<file path="src/rtl/pwm_dac.sv">
// pwm_dac: 8-bit PWM DAC with gain scaling, single-sample pending buffer,
// sticky overrun flag and a graceful-stop state machine.
//
// Ports:
//   clk          - sole clock, rising edge
//   rst          - synchronous, active-high reset
//   sample_in    - offset-binary sample (MID = zero)
//   sample_valid - qualifies sample_in for one cycle
//   gain         - amplitude in 1/16 steps, 17..31 clamp to 16
//   enable       - requests PWM operation
//   clr_ovr      - clears the overrun flag
//   pwm_out      - registered PWM bit
//   period_start - one-cycle pulse on the first cycle of a running period
//   overrun      - sticky sample-overrun flag
//   busy         - high in RUN and STOP
module pwm_dac #(
    parameter logic [7:0] MID = 8'h80
) (
    input  logic       clk,
    input  logic       rst,
    input  logic [7:0] sample_in,
    input  logic       sample_valid,
    input  logic [4:0] gain,
    input  logic       enable,
    input  logic       clr_ovr,
    output logic       pwm_out,
    output logic       period_start,
    output logic       overrun,
    output logic       busy
);

    typedef enum logic [1:0] {
        IDLE = 2'd0,
        RUN  = 2'd1,
        STOP = 2'd2
    } state_t;

    state_t      r_state;
    state_t      w_next;

    logic [7:0]  r_cnt;
    logic [7:0]  r_duty;
    logic [7:0]  r_pend;
    logic        r_pend_full;
    logic        r_ovr;
    logic        r_pwm;
    logic        r_ps;

    logic        w_last;
    logic        w_consume;
    logic        w_ovr_set;
    logic [4:0]  w_g;
    logic signed [8:0]  w_diff;
    logic signed [14:0] w_prod;
    logic signed [10:0] w_step;
    logic signed [10:0] w_sum;
    logic [7:0]  w_scaled;

    assign w_last    = (r_cnt == 8'hFF);
    assign w_consume = (r_state == RUN) && w_last && r_pend_full;
    assign w_ovr_set = sample_valid && r_pend_full && !w_consume;

    // Signed deviation from MID, scaled by g/16 with floor rounding.
    // The sum is clamped so a non-default MID can never wrap.
    assign w_g    = (gain > 5'd16) ? 5'd16 : gain;
    assign w_diff = $signed({1'b0, r_pend}) - $signed({1'b0, MID});
    assign w_prod = w_diff * $signed({1'b0, w_g});
    assign w_step = w_prod[14:4];
    assign w_sum  = $signed({3'b000, MID}) + w_step;

    always_comb begin
        w_scaled = w_sum[7:0];
        if (w_sum < 0) begin
            w_scaled = 8'h00;
        end else if (w_sum > 11'sd255) begin
            w_scaled = 8'hFF;
        end
    end

    // State register
    always_ff @(posedge clk) begin
        if (rst) begin
            r_state <= IDLE;
        end else begin
            r_state <= w_next;
        end
    end

    // Next-state logic
    always_comb begin
        w_next = r_state;
        unique case (r_state)
            IDLE: begin
                if (enable) w_next = RUN;
            end
            RUN: begin
                if (!enable) w_next = w_last ? IDLE : STOP;
            end
            STOP: begin
                if (enable)      w_next = RUN;
                else if (w_last) w_next = IDLE;
            end
            default: w_next = IDLE;
        endcase
    end

    // Output logic
    always_comb begin
        busy = (r_state == RUN) || (r_state == STOP);
    end

    // Datapath
    always_ff @(posedge clk) begin
        if (rst) begin
            r_cnt       <= 8'h00;
            r_duty      <= MID;
            r_pend      <= MID;
            r_pend_full <= 1'b0;
            r_ovr       <= 1'b0;
            r_pwm       <= 1'b0;
            r_ps        <= 1'b0;
        end else begin
            r_cnt <= (r_state == IDLE) ? 8'h00 : r_cnt + 8'd1;

            if (r_state == IDLE) begin
                r_duty <= MID;
            end else if (w_consume) begin
                r_duty <= w_scaled;
            end

            // A new sample in the consume cycle keeps the buffer full.
            if (sample_valid) begin
                r_pend      <= sample_in;
                r_pend_full <= 1'b1;
            end else if (w_consume) begin
                r_pend_full <= 1'b0;
            end

            if (w_ovr_set) begin
                r_ovr <= 1'b1;
            end else if (clr_ovr) begin
                r_ovr <= 1'b0;
            end

            r_pwm <= (r_state != IDLE) && (r_cnt < r_duty);
            r_ps  <= (w_next == RUN) && ((r_state == IDLE) || w_last);
        end
    end

    assign pwm_out      = r_pwm;
    assign period_start = r_ps;
    assign overrun      = r_ovr;

endmodule

</file>
<file path="config.mk">
export PLATFORM = sky130hd
export DESIGN_NAME = pwm_dac
export DESIGN_NICKNAME = d
export VERILOG_FILES = /design/src/rtl/pwm_dac.sv
export SDC_FILE = /design/constraint.sdc
export NUM_CORES = 1
export LEC_CHECK = 0
export ABC_CLOCK_PERIOD_IN_PS = 8400
export CAP_MARGIN = 20
export CORE_ASPECT_RATIO = 1.2
export CORE_UTILIZATION = 45
export CTS_CLUSTER_DIAMETER = 150
export CTS_CLUSTER_SIZE = 20
export DETAILED_ROUTE_END_ITERATION = 7
export DONT_BUFFER_PORTS = 1
export GPL_ROUTABILITY_DRIVEN = 0
export PLACE_DENSITY_LB_ADDON = 0.05
export SYNTH_ARGS = -nofsm -noshare
export SYNTH_HDL_FRONTEND = slang
export SYNTH_SLANG_ARGS = --single-unit
</file>
<file path="constraint.sdc">
create_clock -name clk -period 8.4 [get_ports clk]
set_clock_uncertainty 0.15 [all_clocks]
set_input_delay 0.84 -clock clk [delete_from_list [all_inputs] [get_ports clk]]
set_output_delay 0.84 -clock clk [all_outputs]
set_load 0.01 [all_outputs]
</file>
==> flow_summary_export.csv <==
group,metric,value,unit
die,start_util,46.6,%
synthesis,synth_area_leaders,"dfxtp_1 20%, ha_1 16%, fa_1 15%",
detailed_routing,antenna_left,0,
grt,grt_pass1_vias,2254,
grt,antenna_found_initial,0,
final_layout,fin_nets,414,
final_layout,fin_area,0.00322,mm^2
synthesis,synth-async-reset-ratio,0,%
synthesis,yosysTopAreaCell,"dfxtp_1",
die,rows,32,
die,core,0.00645,mm^2
synthesis,syn_inst,335,
setup_path,worst_setup_path_start_kind,"primary input",
pwr,ir_worst_vdd,0.0635,mV
place,dp_hpwl,4840,um
timing,hold_viol,0,
synthesis,syn_area_per_cell,8.97,um^2
clocking,ctsHoldBuffers,0,
die,die_w,76.6,um
final_layout,diodes,0,
hold_path,worstHoldPathCells,1,
timing,tightest_slew,0.708,ns
synthesis,ys.warnings.count,0,
detailed_routing,drt_iter0_markers,73,
setup_path,crit_path_end_kind,"flop",
job,max_cap_viol_count,0,
setup_path,critPathLaunch,"gain[0]",
clocking,cts_tree,"built",
clocking,htreeDepth,2,
final_layout,drive_above_1_share,6.25,%
clocking,clk_pin_slew,0.06,ns
clocking,cts-root-buf,"clkbuf_8",
setup_path,crit_path_max_fanout,8,
setup_path,critical_path.max_stage_delay,0.54,ns
synthesis,synthesis.nets,414,
hold_path,hp-start,"r_cnt[0]",
synthesis,syn_area,0.00301,mm^2
grt,track_usage,18.4,%
timing,tns,0,ns
detailed_routing,dr.pass1.iters,4,
timing,setup_viol,0,
place,port_buffers,0,
timing,maxSlewViolCount,0,
clocking,clockBufferDepth,2,
detailed_routing,remaining_drc_errors,0,
clocking,clkSinkCount,30,
setup_path,cp_slowest_cell,"or3_1",
clocking,clk_latency,0.28,ns
synthesis,yosysTopAreaCellShare,20.0,%
outcome,status,"finished clean",
setup_path,cp_common_cell,"fa_1",
setup_path,path_class,"primary input to flop",
setup_path,ff2ff_path_depth,15,
final_layout,area_growth,7.16,%
timing,layout_min_cycle_time,5.57,ns
detailed_routing,wire_per_inst,14.1,um
synthesis,synthFlopType,"dfxtp_1",
synthesis,synth.distinct_cells,48,
synthesis,synth_common_cells,"40 x inv_1, 38 x ha_1, 32 x and2_1",
setup_path,path_cells,"nor2b_1 > nor2b_1 > fa_1 > fa_1 > inv_1 > fa_1 > inv_1 > ha_1 > a21o_1 > a31o_1 > or3_4 > a21oi_2 > xnor2_1 > and4_4 > or3_1 > a221oi_2",
setup_path,required,8.44,ns
detailed_routing,routed_wl,5920,um
detailed_routing,num_vias,2198,
die,dieHeight,91.5,um
synthesis,yosysMostFrequentCell,"inv_1",
hold_path,hp-class,"flop to flop",
grt,grt_max_degree,16,
setup_path,cp_top_family,"adder cells",
setup_path,crit_buf_inv,2,
setup_path,critPathArrivalTime,5.61,ns
timing,fin_crit_sh,66.3,%
synthesis,yosysSeqAreaShare,20.0,%
die,die-area,0.00701,mm^2
synthesis,synth-seq-cells,30,
setup_path,reg2reg_from,"r_pend[7]",
clocking,postCtsSetupRepairBufs,0,
die,io_pins,22,
grt,grt_pass1_wl,10200,um
grt,grt_overflow,0,
place,placed_area,0.00308,mm^2
synthesis,synth_edf_count,0,
clocking,numCtsBuffers,5,
timing,fmax,180,MHz
detailed_routing,via_per_inst,5.22,
timing,rsz0062_at_grt,"false",
timing,relSlewSlack,52.8,%
pwr,powerDensity,135,mW/mm^2
pwr,leakage,1.52,nW
setup_path,path_depth,16,
clocking,cts-resized-gates,0,
-- routing by layer --
layer / part of all wire, % / GRT usage, % / vias to the layer above
met5: 0 / 0 / -
met3: 2.1 / 3.32 / 5
met4: 1.0 / 5.13 / 0
met1: 45 / 21.3 / 1051
li1: - / - / 1122
met2: 52 / 34.2 / 20
-- sequential cells by signal (all words and copies together), names as in the netlist --
name / count
r_state: 2
pwm_out: 1
r_pend_full: 1
period_start: 1
r_duty: 8
r_pend: 8
r_cnt: 8
overrun: 1
-- placed cells by master (no fill, tap or decap), types with 6 or more instances in the layout --
| cell type | Yosys | layout |
|---|---|---|
| xnor2_1 | 10 | 10 |
| dfxtp_1 | 30 | 30 |
| a221oi_2 | 6 | 6 |
| inv_1 | 40 | 40 |
| a21o_1 | 11 | 11 |
| xor2_1 | 9 | 9 |
| nand3_1 | 7 | 7 |
| and2_1 | 32 | 32 |
| ha_1 | 38 | 38 |
| nor2b_1 | 9 | 9 |
| clkbuf_8 | 0 | 6 |
| fa_1 | 23 | 23 |
| mux2i_1 | 7 | 7 |
| nand2_1 | 16 | 16 |
| nor2_1 | 22 | 22 |
| a21oi_1 | 19 | 19 |
-- layout make-up --
class / instances / area (um^2)
Multi-Input combinational cell: 257 / 2220
Clock buffer: 6 / 82.6
Clock inverter: 2 / 60.1
Sequential cell: 30 / 601
Tap cell: 85 / 106
Fill cell: 638 / 3230
Inverter: 41 / 154
-- final timing paths --
path	to	slack (ns)
worst min register to register	r_cnt[0]	0.33
worst min-delay path	r_cnt[0]	0.33
worst max register to register	r_duty[1]	3.31
worst max-delay path	r_duty[1]	2.83
-- report_power, final --
part           leakage, nW  total [mW]  internal (mW)  switching (mW)
clock               0.0714       0.185          0.127          0.0589
sequential           0.245       0.154          0.147         0.00637
combinational         1.20      0.0962         0.0392          0.0570
-- metrics by stage --
stage | power [mW] | util [%] | instances | worst slack, ns | hold WS (ns)
2_1_floorplan | 0.236 | - | 335 | 2.78 | 0.283
3_3_place_gp | 0.253 | 47.7 | 413 | 2.65 | 0.313
5_1_grt | 0.460 | 50.0 | 421 | 2.57 | 0.349
4_1_cts | 0.441 | 50.0 | 421 | 2.83 | 0.332
6_report | 0.435 | 50.0 | 421 | 2.83 | 0.327
3_5_place_dp | 0.254 | 47.7 | 413 | 2.54 | 0.316
-- kinds of logic (layout without fill, tap and decap cells) --
| group | count (synthesis) | in the layout | share of synthesized area, % |
|---|---|---|---|
| DFF | 30 | 30 | 20.0 |
| buffers and inverters | 48 | 49 | 6.24 |
| AOI/OAI and AO/OA | 59 | 59 | 14.8 |
| and+or+nand+nor | 111 | 111 | 19.9 |
| muxes | 7 | 7 | 2.33 |
| xor gates and xnor gates | 19 | 19 | 5.54 |
| adders and majority gates | 61 | 61 | 31.1 |
No activity file was read; power rests on OpenSTA's default activity.
==> edit 1: new RTL, same settings <==
Reset style: asynchronous (`rst`), changed in 2 clocked blocks. Comments in the files are not updated.
--- a/src/rtl/pwm_dac.sv
+++ b/src/rtl/pwm_dac.sv
@@ -79,5 +79,5 @@
 
     // State register
-    always_ff @(posedge clk) begin
+    always_ff @(posedge clk or posedge rst) begin
         if (rst) begin
             r_state <= IDLE;
@@ -111,5 +111,5 @@
 
     // Datapath
-    always_ff @(posedge clk) begin
+    always_ff @(posedge clk or posedge rst) begin
         if (rst) begin
             r_cnt       <= 8'h00;
Function: differs if rst is asserted again (counterexample within 4 cycles, from zero or initial values and one cycle with rst high); with rst held inactive, the same outputs for 10 cycles.
==> edit 1 against the unedited design <==
- sequential cell count is the same
- count of clock-buffer cells in the layout unchanged
- setup slack gained 130 ps
- largest cell class unchanged
- synthesized area up 10%
- global-route usage grew 0.083 points
- final area rose by 8.4%
- routed wire length grew 11%
- synthesized cell count rose by 7.2%
- critical endpoint is now r_duty[0]
Power is not compared: it rests on default switching activity, and its combinational part moved more than twofold at a synthesized area within 25%.
==> edit 1: results (changes against the unedited design) <==
gr usage total=18.5% (+0.083 points); class of the most critical hold timing path=flop to flop; outcome=complete, no violations; iteration count of the initial detailed-routing pass=4 (unchanged); Root Buffer=clkbuf_8; Worst setup startpoint=gain[4]; family with the most delay on the worst path=adder cells; minimum hold slack=333 ps (+5.23 ps); Layout fillers=676 (+6.0%); vias after detailed routing=2373 (+8.0%); share of final-layout standard cells stronger than drive strength 1=9.12% (+2.9 points); Area contributors post-synth=dfrtp_1, ha_1, fa_1; capture instance of the worst register-to-register path=r_duty[0]; number of antenna violations at the first check in global routing=0 (unchanged); distinct cell type count after synthesis=56 (+17%); wire length per cell=14.7 um (+4.1%); total clock buffers created by CTS=5 (unchanged); count of mapped cells out of synthesis=359 (+7.2%); placed inst area=0.00340 mm2 (+10%); Syn. warnings=0 (unchanged); Crit-path slowest cell=nor4_1; global-route wire length before repair=10.9 mm (+6.5%); share of synthesized flip-flops with an asynchronous set or reset=100% (+100 points); quantity of I/O buffers inserted on ports=0 (unchanged); Final HPWL DP=5.44 mm (+12%); top achievable clock speed=184 MHz (+2.4%); sequential cell area fraction in the yosys report=22.7% (+2.7 points); signal arrival time at the worst endpoint=5470 ps (-140 ps); CTS tree=yes; number of nets in the synthesized netlist=438 (+5.8%); Max stage delay on crit path=660 ps (+120 ps); most used flip-flop cell after synthesis=dfrtp_1; startpoint-to-endpoint class of the critical path=primary input to flop; Setup Fix Bufs, Post-CTS=0 (unchanged); Skew-Pair Late Insertion Delay=290 ps; antenna diode instance count=0 (unchanged); total internal power=389 uW; registers with the highest flip-flop counts=r_cnt (8), r_duty (8), r_pend (8); Lkg Pwr=0.00170 uW; leading cell types by count after synthesis=inv_1, ha_1, and2_1, dfrtp_1; maximum clock path buffer count=2 (unchanged); non-filler cells in the finished layout=449 (+6.7%); Placement Setup Slack=2680 ps (+136 ps); slew at the pin closest to its max-slew limit=741 ps (+32.9 ps); pin count of the biggest net entering global routing=31 (+15); VDD IR-drop max=112 uV; Worst R2R Path Depth=14 (-1); area occupied by multi-input gates=0.00236 mm2 (+6.4%); post-CTS resize count=0 (unchanged); Reg-to-Reg Start=r_pend[7]; reg-to-reg slack, setup=3420 ps (+110 ps); capturing element of the worst setup path=r_duty[0]; first-iteration detailed-routing DRC count=54 (-26%); CP max FO=12 (+4); H-tree depth reported by CTS=2 (unchanged); clock transition time at the flip-flop clock pins of the worst setup and hold paths=70 ps
-- edit 1: cell count changes in the layout (fill, tap and decap cells not counted), sizes merged, moves of 6 or more --
cell	before	now
a221oi	6	0
a21oi	20	13
nand2	16	26
dfrtp	0	28
dfxtp	30	0
mux2	0	10
nand3	7	14
o211ai	0	6
-- edit 1: worst min-delay path by stage --
stage | cells after the start | to | from
after floorplan | 2 | r_duty[1] | r_duty[1]
after global placement | 2 | r_duty[1] | r_duty[1]
after detailed placement | 2 | r_duty[1] | r_duty[1]
after CTS | 2 | r_duty[1] | r_duty[1]
after global routing | 2 | r_duty[1] | r_duty[1]
final | 2 | r_duty[1] | r_duty[1]
-- edit 1: cell type report --
type | count | share of cell area, %
repair buffers | 1 | 0.215
clock buffers | 6 | 2.36
well taps | 87 | 3.12
inverters | 45 | 4.84
multi-input cells | 278 | 67.5
flip-flops and latches | 30 | 21.6
clock inverters | 2 | 0.358
-- edit 1: per-layer routing --
metal | global-route usage, % | wire [um]
met5 | 0 | 0
met4 | 5.95 | 114
met3 | 3.03 | 145
met2 | 34.9 | 3420
met1 | 21.0 | 2900
-- edit 1: power groups by stage --
stage | clock [uW] | combinational [uW] | sequential [uW]
2_1_floorplan | 0 | 326 | 183
3_3_place_gp | 0 | 392 | 191
3_5_place_dp | 0 | 394 | 192
4_1_cts | 131 | 396 | 189
5_1_grt | 136 | 442 | 192
6_report | 127 | 391 | 188
-- edit 1: cell families (layout without fill, tap and decap cells) --
group / Yosys count / count (layout) / share of synthesized area, %
muxes: 13 / 13 / 4.42
buffers and inverters: 51 / 54 / 6.15
adders and majority gates: 61 / 61 / 28.2
DFF: 30 / 30 / 22.7
xor gates and xnor gates: 16 / 16 / 4.23
and+or+nand+nor: 125 / 125 / 20.4
AOI/OAI and AO/OA: 63 / 63 / 13.9
==> edit 2: new RTL, same flow settings <==
Made on the original files. The parameter `MID` goes from 8'h80 to 8'h40.
--- a/src/rtl/pwm_dac.sv
+++ b/src/rtl/pwm_dac.sv
@@ -15,5 +15,5 @@
 //   busy         - high in RUN and STOP
 module pwm_dac #(
-    parameter logic [7:0] MID = 8'h80
+    parameter logic [7:0] MID = 8'h40
 ) (
     input  logic       clk,
Check against the original RTL: no difference found for any inputs over 10 cycles, from zero or initial values and one cycle with rst high; that may be too few to reach the edited logic, so the function may still have changed.
==> edit 2 against the unedited design <==
- final area grew 12%
- power grew 5.4%
- synthesized area grew 14%
- routed wire length grew 18%
- setup slack lost 520 ps
- first-iteration DRC count grew 4.1%
- sequential cell count is the same
- sequential share of layout area shrank 2.0 points
==> edit 2: results (changes against the unedited design) <==
outcome=complete, no violations; count of plain and timing-repair buffers=0 (unchanged); area added between synthesis and finish=5.21%; number of nets in the synthesized netlist=478 (+15%); distinct cell type count after synthesis=62 (+29%); clock transition time at the flip-flop clock pins of the worst setup and hold paths=70 ps; gr usage total=19.1% (+0.65 points); power spent charging and discharging nets=156 uW (+28%); iteration count of the initial detailed-routing pass=4 (unchanged); Lkg Pwr=0.00173 uW (+14%); number of cells on the worst hold path=2 (+1); final-layout clock buffer total=6 (unchanged); sequential cell area fraction in the yosys report=17.5% (-2.5 points); Area contributors post-synth=dfxtp_1, fa_1, ha_1; total number of multi-input combinational cells=298 (+16%); Reg power frac=33.4% (-1.9 points); Final HPWL DP=5.80 mm (+20%); pin count of the biggest net entering global routing=18 (+2); total clock buffers created by CTS=5 (unchanged); signal arrival time at the worst endpoint=6150 ps (+540 ps); CP max FO=9 (+1); vias after detailed routing=2640 (+20%); Setup Fix Bufs, Post-CTS=0 (unchanged); Layout fillers=741 (+16%); Worst R2R Path Depth=19 (+4); placed inst area=0.00350 mm2 (+14%); slew at the pin closest to its max-slew limit=600 ps (-109 ps); power in the clock group=155 uW (-16%); leading cell types by count after synthesis=inv_1, ha_1, and2_1, nor2_1, dfxtp_1; Syn. warnings=0 (unchanged); wire length per cell=14.5 um (+3.4%); maximum clock path buffer count=2 (unchanged); Final clock-cell share=3.11% (-1.3 points); share of final-layout standard cells stronger than drive strength 1=5.61% (-0.64 points); vias in the first global route=2723 (+21%); count of non-CTS inverters in the layout=57 (+39%); total internal power=303 uW (-3.4%); VDD IR-drop max=115 uV (+81%); multi-input gate share of total cell area=71.2% (+2.4 points); number of tap cells inserted=90 (+5.9%); Seq area share=16.6% (-2.0 points); first-iteration detailed-routing DRC count=76 (+4.1%)
==> edit 2: cell types whose count changed after synthesis, sizes merged, moves of 4 or more <==
cell | unedited run | this run
o211ai | 0 | 11
a21oi | 20 | 14
nand3 | 7 | 12
inv | 41 | 57
nor2 | 22 | 33
fa | 23 | 28
or3 | 4 | 0
a221oi | 6 | 1
nor3 | 4 | 8
==> edit 2: kinds of logic (layout without fill, tap and decap cells) <==
group                      after synthesis  in the layout  synth area share (%)
and+or+nand+nor                        137            137                  21.5
AOI/OAI and AO/OA                       73             73                  17.3
adders and majority gates               67             67                  30.5
buffers and inverters                   65             64                  7.57
DFF                                     30             30                  17.5
xor gates and xnor gates                14             14                  3.57
muxes                                    7              7                  2.04
==> edit 2: worst paths after layout <==
path	slack, ps	start	end
hold / removal	320	r_duty[2]	r_duty[2]
setup reg to reg	2380	r_pend[6]	r_duty[0]
hold reg to reg	320	r_duty[2]	r_duty[2]
setup / recovery	2310	gain[2]	r_duty[0]
==> edit 2: per-stage QoR <==
step | cells | hold slack (ps) | setup slack, ps
floorplan | 393 | 283 | 2460
global placement | 475 | 300 | 2060
detailed placement | 475 | 305 | 1970
CTS | 482 | 321 | 2290
global route | 482 | 360 | 1960
finish | 482 | 322 | 2310
==> edit 2: critical path, stage by stage <==
cell,delay (ps)
nor2b_1,370
and2_1,220
fa_1,400
fa_1,480
inv_1,50
fa_1,520
inv_1,40
ha_1,340
a211oi_2,300
o21ba_1,340
o211ai_1,150
and3_1,210
ha_1,340
or4_1,520
nor3_1,270
a21oi_1,130
a2111o_4,530
o211ai_2,90
==> edit 2: metal layers <==
layer	routed length [um]	global-route usage [%]	up-vias	share of wire (%)
li1	-	-	1339	-
met2	3630	35.0	27	52
met4	112	6.48	0	1.6
met1	3120	21.7	1260	45
met3	145	2.90	14	2.1
met5	0	0	-	0
